`config.mk`:
```
export PLATFORM = sky130hd
export DESIGN_NAME = multiword_adder_seq
export DESIGN_NICKNAME = d
export VERILOG_FILES = /design/src/rtl/maj_adder_pkg.sv /design/src/rtl/maj_slice4.sv /design/src/rtl/multiword_adder_seq.sv
export SDC_FILE = /design/constraint.sdc
export NUM_CORES = 1
export LEC_CHECK = 0
export ABC_AREA = 1
export CAP_MARGIN = 20
export CORE_AREA = 2 2 76 78
export DETAILED_ROUTE_END_ITERATION = 10
export DIE_AREA = 0 0 78 80
export GPL_TIMING_DRIVEN = 1
export PLACE_DENSITY = 0.77
export SLEW_MARGIN = 5
export SYNTH_ARGS = -nofsm -noshare
export SYNTH_HDL_FRONTEND = slang
export SYNTH_HIERARCHICAL = 1
export SYNTH_SLANG_ARGS = --single-unit
```
`constraint.sdc`:
```
create_clock -name clk -period 4.1 [get_ports clk]
set_input_delay 0.41 -clock clk [delete_from_list [all_inputs] [get_ports clk]]
set_output_delay 0.41 -clock clk [all_outputs]
set_load 0.01 [all_outputs]
```
`src/rtl/maj_adder_pkg.sv`:
```
// Shared definitions for the majority-gate multiword adder: slice width, sequencer states, maj3 primitive.
package maj_adder_pkg;

    localparam int unsigned SLICE_W = 4;

    typedef enum logic [1:0] {
        IDLE = 2'd0,
        RUN  = 2'd1,
        DONE = 2'd2
    } state_t;

    // Three-input majority; the only logic primitive the slice is built from besides inverters.
    function automatic logic maj3(input logic x, input logic y, input logic z);
        return (x & y) | (x & z) | (y & z);
    endfunction

endpackage

```
`src/rtl/maj_slice4.sv`:
```
// Combinational 4-bit ripple adder built solely from majority gates and inverters.
module maj_slice4
    import maj_adder_pkg::*;
(
    input  logic [SLICE_W-1:0] a,
    input  logic [SLICE_W-1:0] b,
    input  logic               ci,
    output logic [SLICE_W-1:0] s,
    output logic               co
);

    logic [SLICE_W:0] c;

    assign c[0] = ci;

    // Full adder per bit: carry = maj(a,b,c); sum = maj(~carry, c, maj(a,b,~c)).
    for (genvar i = 0; i < SLICE_W; i++) begin : g_bit
        assign c[i+1] = maj3(a[i], b[i], c[i]);
        assign s[i]   = maj3(~c[i+1], c[i], maj3(a[i], b[i], ~c[i]));
    end

    assign co = c[SLICE_W];

endmodule

```
`src/rtl/multiword_adder_seq.sv`:
```
// Sequencer driving one maj_slice4 over WORDS slices, one slice per cycle, with valid/ready on both sides.
// Optional subtract mode when SUB_EN is defined (adds the sub input port).
module multiword_adder_seq
    import maj_adder_pkg::*;
#(
    parameter int unsigned WORDS = 4
) (
    input  logic                       clk,
    input  logic                       rst_n,
    input  logic                       in_valid,
    output logic                       in_ready,
    input  logic [SLICE_W*WORDS-1:0]   a,
    input  logic [SLICE_W*WORDS-1:0]   b,
    input  logic                       cin,
`ifdef SUB_EN
    input  logic                       sub,
`endif
    output logic                       out_valid,
    input  logic                       out_ready,
    output logic [SLICE_W*WORDS-1:0]   sum,
    output logic                       cout
);

    localparam int unsigned IDX_W = (WORDS > 1) ? $clog2(WORDS) : 1;
    localparam logic [IDX_W-1:0] LAST_IDX = IDX_W'(WORDS - 1);

    typedef logic [WORDS-1:0][SLICE_W-1:0] words_t;

    state_t           state;
    logic [IDX_W-1:0] idx;
    logic             carry_q;
    words_t           a_q;
    words_t           b_q;
    words_t           sum_q;

    logic [SLICE_W-1:0] slice_a_c;
    logic [SLICE_W-1:0] slice_b_c;
    logic [SLICE_W-1:0] slice_s_c;
    logic               slice_co_c;
    logic               carry_init_c;

`ifdef SUB_EN
    logic sub_q;

    // Subtraction is a + ~b + 1: invert B slices and seed the carry with 1.
    assign slice_b_c    = sub_q ? ~b_q[idx] : b_q[idx];
    assign carry_init_c = sub ? 1'b1 : cin;
`else
    assign slice_b_c    = b_q[idx];
    assign carry_init_c = cin;
`endif

    assign slice_a_c = a_q[idx];

    maj_slice4 u_slice (
        .a  (slice_a_c),
        .b  (slice_b_c),
        .ci (carry_q),
        .s  (slice_s_c),
        .co (slice_co_c)
    );

    assign sum = sum_q;

    // Sequencer FSM; all handshake and result outputs are registered here.
    always_ff @(posedge clk or negedge rst_n) begin
        if (!rst_n) begin
            state     <= IDLE;
            idx       <= '0;
            carry_q   <= 1'b0;
            a_q       <= '0;
            b_q       <= '0;
            sum_q     <= '0;
            in_ready  <= 1'b1;
            out_valid <= 1'b0;
            cout      <= 1'b0;
`ifdef SUB_EN
            sub_q     <= 1'b0;
`endif
        end else begin
            case (state)
                IDLE: begin
                    if (in_valid && in_ready) begin
                        a_q      <= a;
                        b_q      <= b;
                        carry_q  <= carry_init_c;
                        idx      <= '0;
                        in_ready <= 1'b0;
                        state    <= RUN;
`ifdef SUB_EN
                        sub_q    <= sub;
`endif
                    end
                end
                RUN: begin
                    sum_q[idx] <= slice_s_c;
                    carry_q    <= slice_co_c;
                    if (idx == LAST_IDX) begin
                        cout      <= slice_co_c;
                        out_valid <= 1'b1;
                        idx       <= '0;
                        state     <= DONE;
                    end else begin
                        idx <= idx + IDX_W'(1);
                    end
                end
                DONE: begin
                    // Result held until the consumer takes it; no new accept from here.
                    if (out_ready) begin
                        out_valid <= 1'b0;
                        in_ready  <= 1'b1;
                        state     <= IDLE;
                    end
                end
                default: begin
                    state     <= IDLE;
                    in_ready  <= 1'b1;
                    out_valid <= 1'b0;
                end
            endcase
        end
    end

endmodule

```
**Yosys cells after proc, flatten, opt, wreduce, memory -nomap -nowiden**

Index checks and enable logic that the tools add are counted.

- Flip-flop bits (word level): 56
- Bits of input ports: 37
- Output and inout bits: 19
- Logic and storage cells: 122

- Add/subtract/negate cells: 1
- Order comparisons: 2
- Equal/unequal tests: 6
- Muxes and demuxes: 22
- Bitwise logic cells: 63
- Reductions and logical operators: 10

Operator list:

| kind | count |
|---|---|
| 1-bit bitwise AND | 32 |
| 1-bit bitwise OR | 24 |
| 4-bit binary-select mux with 2-bit select | 2 |
| 16-bit bitwise mux | 1 |
| 4-bit 2-to-1 mux | 3 |
| 2-bit 2-to-1 mux | 5 |
| 3-bit AND reduction | 3 |
| 4-bit demux with 2-bit select | 1 |
| 1-bit NOT | 7 |
| 2-bit inequality test (second input constant) | 3 |
| 1-bit case mux with 3 select lines | 2 |
| 2-bit case mux with 3 select lines | 1 |
| 2-bit AND reduction | 3 |
| 1-bit 2-to-1 mux | 5 |
| 2-bit equality test (second input constant) | 2 |
| 2-bit case mux with 2 select lines | 1 |
| 2-bit by 3-bit less-than comparator with 1-bit output (second input constant) | 1 |
| 2-bit by 1-bit adder with 2-bit output (second input constant) | 1 |
| 2-bit by 1-bit equality test with 1-bit output (second input constant) | 1 |
| 2-bit by 1-bit greater-or-equal comparator with 1-bit output (second input constant) | 1 |
| 1-bit logical AND | 2 |
| 2-bit logical NOT | 1 |
| 1-bit case mux with 2 select lines | 1 |
| 2-bit nonzero test | 1 |

**Depth between registers and ports, before layout**

- Depth in word-level cells: 19
- Gate-level depth with buffers: 13
- Gate-level depth less buffers: 11

**Cells and area by module**

Netlist, hierarchy kept.

By module, submodules not included:

| module | instances | cells each | area an instance (um^2) | sequential area each (um^2) |
|---|---|---|---|---|
| multiword_adder_seq | 1 | 282 | 2,438.6 | 1,402.6 |
| maj_slice4 | 1 | 19 | 185.2 | 0.0 |

**Least setup slack after synthesis**

OpenSTA, ideal clock, no wires.

- Path kind: register to register
- Start: reg idx[0]
- End: reg sum_q (netlist bit sum[11])
- Library setup time: 0.127 ns
- Data arrival time: 2.788 ns
- Data required time: 3.973 ns
- Setup slack: 1.185 ns
- Stages on the path, launching flop included: 14
- Path buffers: 2
- Clock period less this slack: 2.915 ns
- Cell sequence: dfrtp_1 -> buf_6 -> inv_1 -> buf_6 -> nor2_1 -> o22ai_1 -> inv_1 -> fa_1 -> fa_1 -> inv_1 -> fa_1 -> fa_1 -> inv_1 -> o21ai_0

- Longest elaborated chain between the ends: 19
- Elaborated cells on any way between the ends: 41
- Those cells by class: order compare: 2; mux: 7; bitwise: 31; reduce/logical: 1

Ends and longest elaborated chain:

| element | RTL line | source |
|---|---|---|
| start, declared | multiword_adder_seq.sv:30 | `logic [IDX_W-1:0] idx;` |
| start signal, assigned | multiword_adder_seq.sv:104 | `idx <= idx + IDX_W'(1);` |
| 4-bit binary-select mux with 2-bit select * | multiword_adder_seq.sv:53 | `assign slice_a_c = a_q[idx];` |
| 4-bit 2-to-1 mux (implied by the code) * | multiword_adder_seq.sv:53 |  |
| named net slice_a_c[0] | multiword_adder_seq.sv:36 | `logic [SLICE_W-1:0] slice_a_c;` |
| 1-bit bitwise AND | maj_adder_pkg.sv:14 | `return (x & y) \| (x & z) \| (y & z);` |
| 1-bit bitwise OR * (2 in a row) | maj_adder_pkg.sv:14 |  |
| 1-bit bitwise AND | maj_adder_pkg.sv:14 |  |
| 1-bit bitwise OR | maj_adder_pkg.sv:14 |  |
| 1-bit bitwise OR * | maj_adder_pkg.sv:14 |  |
| [... 4 more ...] | n/a |  |
| 1-bit bitwise OR / 1-bit bitwise AND (equally long branches) | maj_adder_pkg.sv:14 |  |
| 1-bit bitwise OR | maj_adder_pkg.sv:14 |  |
| 1-bit NOT / 1-bit bitwise OR (equally long branches) | maj_slice4.sv:19, maj_adder_pkg.sv:14 |  |
| 1-bit bitwise AND | maj_adder_pkg.sv:14 |  |
| 1-bit bitwise OR | maj_adder_pkg.sv:14 |  |
| 1-bit bitwise OR * | maj_adder_pkg.sv:14 |  |
| named net slice_s_c[3] | multiword_adder_seq.sv:38 | `logic [SLICE_W-1:0] slice_s_c;` |
| 16-bit bitwise mux * | multiword_adder_seq.sv:96 | `sum_q[idx] <= slice_s_c;` |
| end signal, assigned by index | multiword_adder_seq.sv:96 |  |
| end, declared | multiword_adder_seq.sv:34 | `words_t sum_q;` |

The timed path passes the listed nets; every way through them passes the cells marked *. The select of a mux whose other input is x is not followed.
A chain may end at the register's enable or synchronous reset.

**Worst setup path in the final report**

Ends and elaborated chain as after synthesis.

==> results by group <==
Route
  – DRT met1 WL: 2.33 mm
  – Drt wl/cell: 12.0 um
  – DRC: 0
  – Via count: 2067
  – Final ANT Viol Nets: 0
  – Via density: 4.83
  – Top Metal Used: met4
  – Iter 0 DRT Violations: 122
  – Metal3 WL: 226 um
  – WL met2: 2.47 mm
  – First-pass detailed-route iteration total: 4
  – Post-Route WL: 5.13 mm

Power
  – Switching portion of total power: 42.8%
  – Max IR drop VDD: 0.325 mV
  – Pwr per Cell Area: 772 nW/um^2
  – Internal power: 1.45 mW
  – Comb pwr share: 50.0%
  – LEAKAGE: 1.64 nW
  – Sequential share of power: 38.1%
  – Clk network pwr share: 11.9%
  – Net Sw Power: 1.08 mW

Timing
  – # setup viols final: 0
  – Unrepaired setup endpoints after global routing: no
  – Final worst-path cycle share: 80.0%
  – Max Clock Skew: 7.54 ps
  – Max_slew headroom: 55.5%
  – Tightest Pin Transition: 667 ps
  – Min Tclk post-route: 3280 ps
  – FMAX: 305 MHz
  – TNS Setup: 0 ps
  – Final hold viol count: 0
  – Final Slew Violations: 0

Clock tree
  – # hold bufs at CTS: 0
  – CTS Buffer Depth: 2
  – CTS Root Cell: clkbuf_8
  – Total setup buffers inserted after CTS: 0
  – Reg clk slew, reported paths: 90 ps
  – Worst skew pair latency: 310 ps
  – Num CTS Buffers: 5
  – CTS sink count: 56
  – H-tree depth: 2
  – CTS tree: done
  – Post-CTS Resized: 0

Place
  – Port bufs: 55
  – GPL Wtd Cong: 0.768
  – Post-DP HPWL: 3.80 mm
  – Inst Count DP: 420

Floorplanning
  – Initial Utilization: 48.5%
  – Row count: 27
  – Die W: 78 um
  – Die span in y: 80 um
  – Die area: 6240 um^2
  – Core ar.: 5410 um^2
  – I/O pin count: 56

Run status
  – Status: complete, no violations

Synth
  – Mapped Avg Cell Area: 8.72 um^2
  – Dominant cell type by area after synthesis: dfrtp_1
  – FF+latch count, synth: 56
  – Sequential cell area fraction in the yosys report: 53.5%
  – YS warnings: 6
  – Cell Area, Synth: 2620 um^2
  – Synth Instances: 301
  – Area contributors post-synth: dfrtp_1 52%, nand2_1 18%, o21ai_0 5.9%
  – Top cell type's share of synthesized area: 52.5%
  – Distinct cells, synth: 20
  – Syn nets: 349

GRT
  – Number of global-route vias before repair: 2004
  – Grt ovf: 0
  – Antenna violations before repair: 0
  – Largest net degree at the start of global routing: 57
  – First-pass GRT wire length: 8.80 mm
  – Total GRT Usage: 17.9%

Worst setup path
  – Req. time, crit path: 4290 ps
  – Critical path endpoint category: flop
  – Crit-path cells: buf_4 > inv_1 > o21ai_0 > o22ai_1 > inv_1 > fa_1 > fa_1 > inv_1 > fa_1 > fa_1 > inv_1 > o21ai_0
  – Max incr delay on CP: 480 ps
  – Register-to-register setup slack: 820 ps
  – Critical R2R Launch: idx[0]$_DFFE_PN0P_
  – Setup crit start kind: flop
  – Worst path buffer plus inverter count: 5
  – CP top delay family: adder cells
  – Worst Path Max Fanout: 20
  – Worst endpoint data arrival time: 3470 ps
  – Worst path slowest cell: fa_1
  – Worst setup path startpoint: idx[0]$_DFFE_PN0P_
  – Critical path class: reg -> reg

Cells and area
  – FILL cells: 490
  – N_diodes: 0
  – Storage element area: 1400 um^2
  – Area of the multi-input gates: 1030 um^2
  – Area delta synth->final: 24.9%
  – # nets final: 403
  – Fin cells: 428
  – Share of cells above drive strength 1: 5.34%

Hold path
  – Worst min-delay path class: in -> async

Job
  – Max Cap Viol: 0
cell usage after synthesis (all sizes together):
library cell	count
dfrtp	55
nor2	18
a21oi	1
fa	7
o21ai	35
buf	10
inv	25
nand3	5
nand2	131
o22ai	8
ha	4
dfstp	1
clkinv	1
power by group through the flow:
| stage | clock [mW] | sequential, mW | combinational (mW) |
|---|---|---|---|
| finish | 0.300 | 0.964 | 1.27 |
| global route | 0.330 | 0.991 | 1.46 |
| CTS | 0.308 | 0.964 | 1.28 |
| detailed placement | 0 | 0.971 | 1.28 |
| global placement | 0 | 0.964 | 1.22 |
| floorplan | 0 | 0.967 | 0.848 |
cell families after synthesis:
logic type / synth area share [%]
AO/OA/AOI/OAI: 9.20
adder cells (fa/ha/maj): 7.25
buffers and inverters: 7.25
flip-flops: 53.5
AND/OR/NAND/NOR: 22.8
metrics by stage:
stage | power [mW] | setup slack, ps | util, % | cell area (um^2) | hold slack (ps)
3_5_place_dp | 2.25 | 875 | 59.0 | 3190 | 463
6_report | 2.53 | 820 | 60.6 | 3280 | 213
4_1_cts | 2.56 | 840 | 60.6 | 3280 | 238
5_1_grt | 2.78 | 604 | 60.6 | 3280 | 282
2_1_floorplan | 1.81 | 1190 | - | 2620 | 114
3_3_place_gp | 2.18 | 966 | 59.0 | 3190 | 461
cells in the final DEF, fill, tap and decap left out:
cell	Yosys	final
nand2_2	2	2
clkinv_1	1	1
inv_4	2	2
fa_1	7	7
o21ai_1	1	1
nor2_2	1	1
o21ai_0	31	31
buf_2	4	1
inv_1	23	23
ha_1	4	4
nand2_1	128	128
clkbuf_1	0	2
nor2_1	17	17
nand2_4	1	1
a21oi_1	1	1
clkdlybuf4s50_1	0	54
dfstp_2	1	1
o22ai_1	8	8
clkbuf_8	0	6
buf_4	0	2
nand3_1	5	5
dfrtp_1	55	55
o21ai_2	3	3
flip-flops by register name, indices dropped and copies added (netlist names):
name and cells:
a_q 16, carry_q 1, in_ready 1, idx 2, sum 16, state 2
cout 1, b_q 16, out_valid 1
routing by layer:
| layer | up-vias | GRT usage [%] |
|---|---|---|
| met5 | - | 0 |
| met4 | 0 | 8.25 |
| met3 | 12 | 4.64 |
| met2 | 60 | 29.7 |
| met1 | 959 | 22.0 |
| li1 | 1036 | - |
path summary, 6_finish.rpt:
path	cells past startpoint	end
min in group clk	2	in_ready$_DFFE_PN1P_
setup / recovery	12	sum[11]$_DFFE_PN0P_
max in group asynchronous	2	sum[2]$_DFFE_PN0P_
setup reg to reg	12	sum[11]$_DFFE_PN0P_
hold / removal	2	sum[5]$_DFFE_PN0P_
hold reg to reg	2	in_ready$_DFFE_PN1P_
final cells by class:
class / count / share of cell area [%]
timing repair buffer: 57 / 17.1
sequential: 56 / 42.8
tap: 72 / 2.75
multi-input combinational: 209 / 31.5
clock buffer: 8 / 2.75
inverter: 26 / 3.13
(Power assumes the default switching activity.)
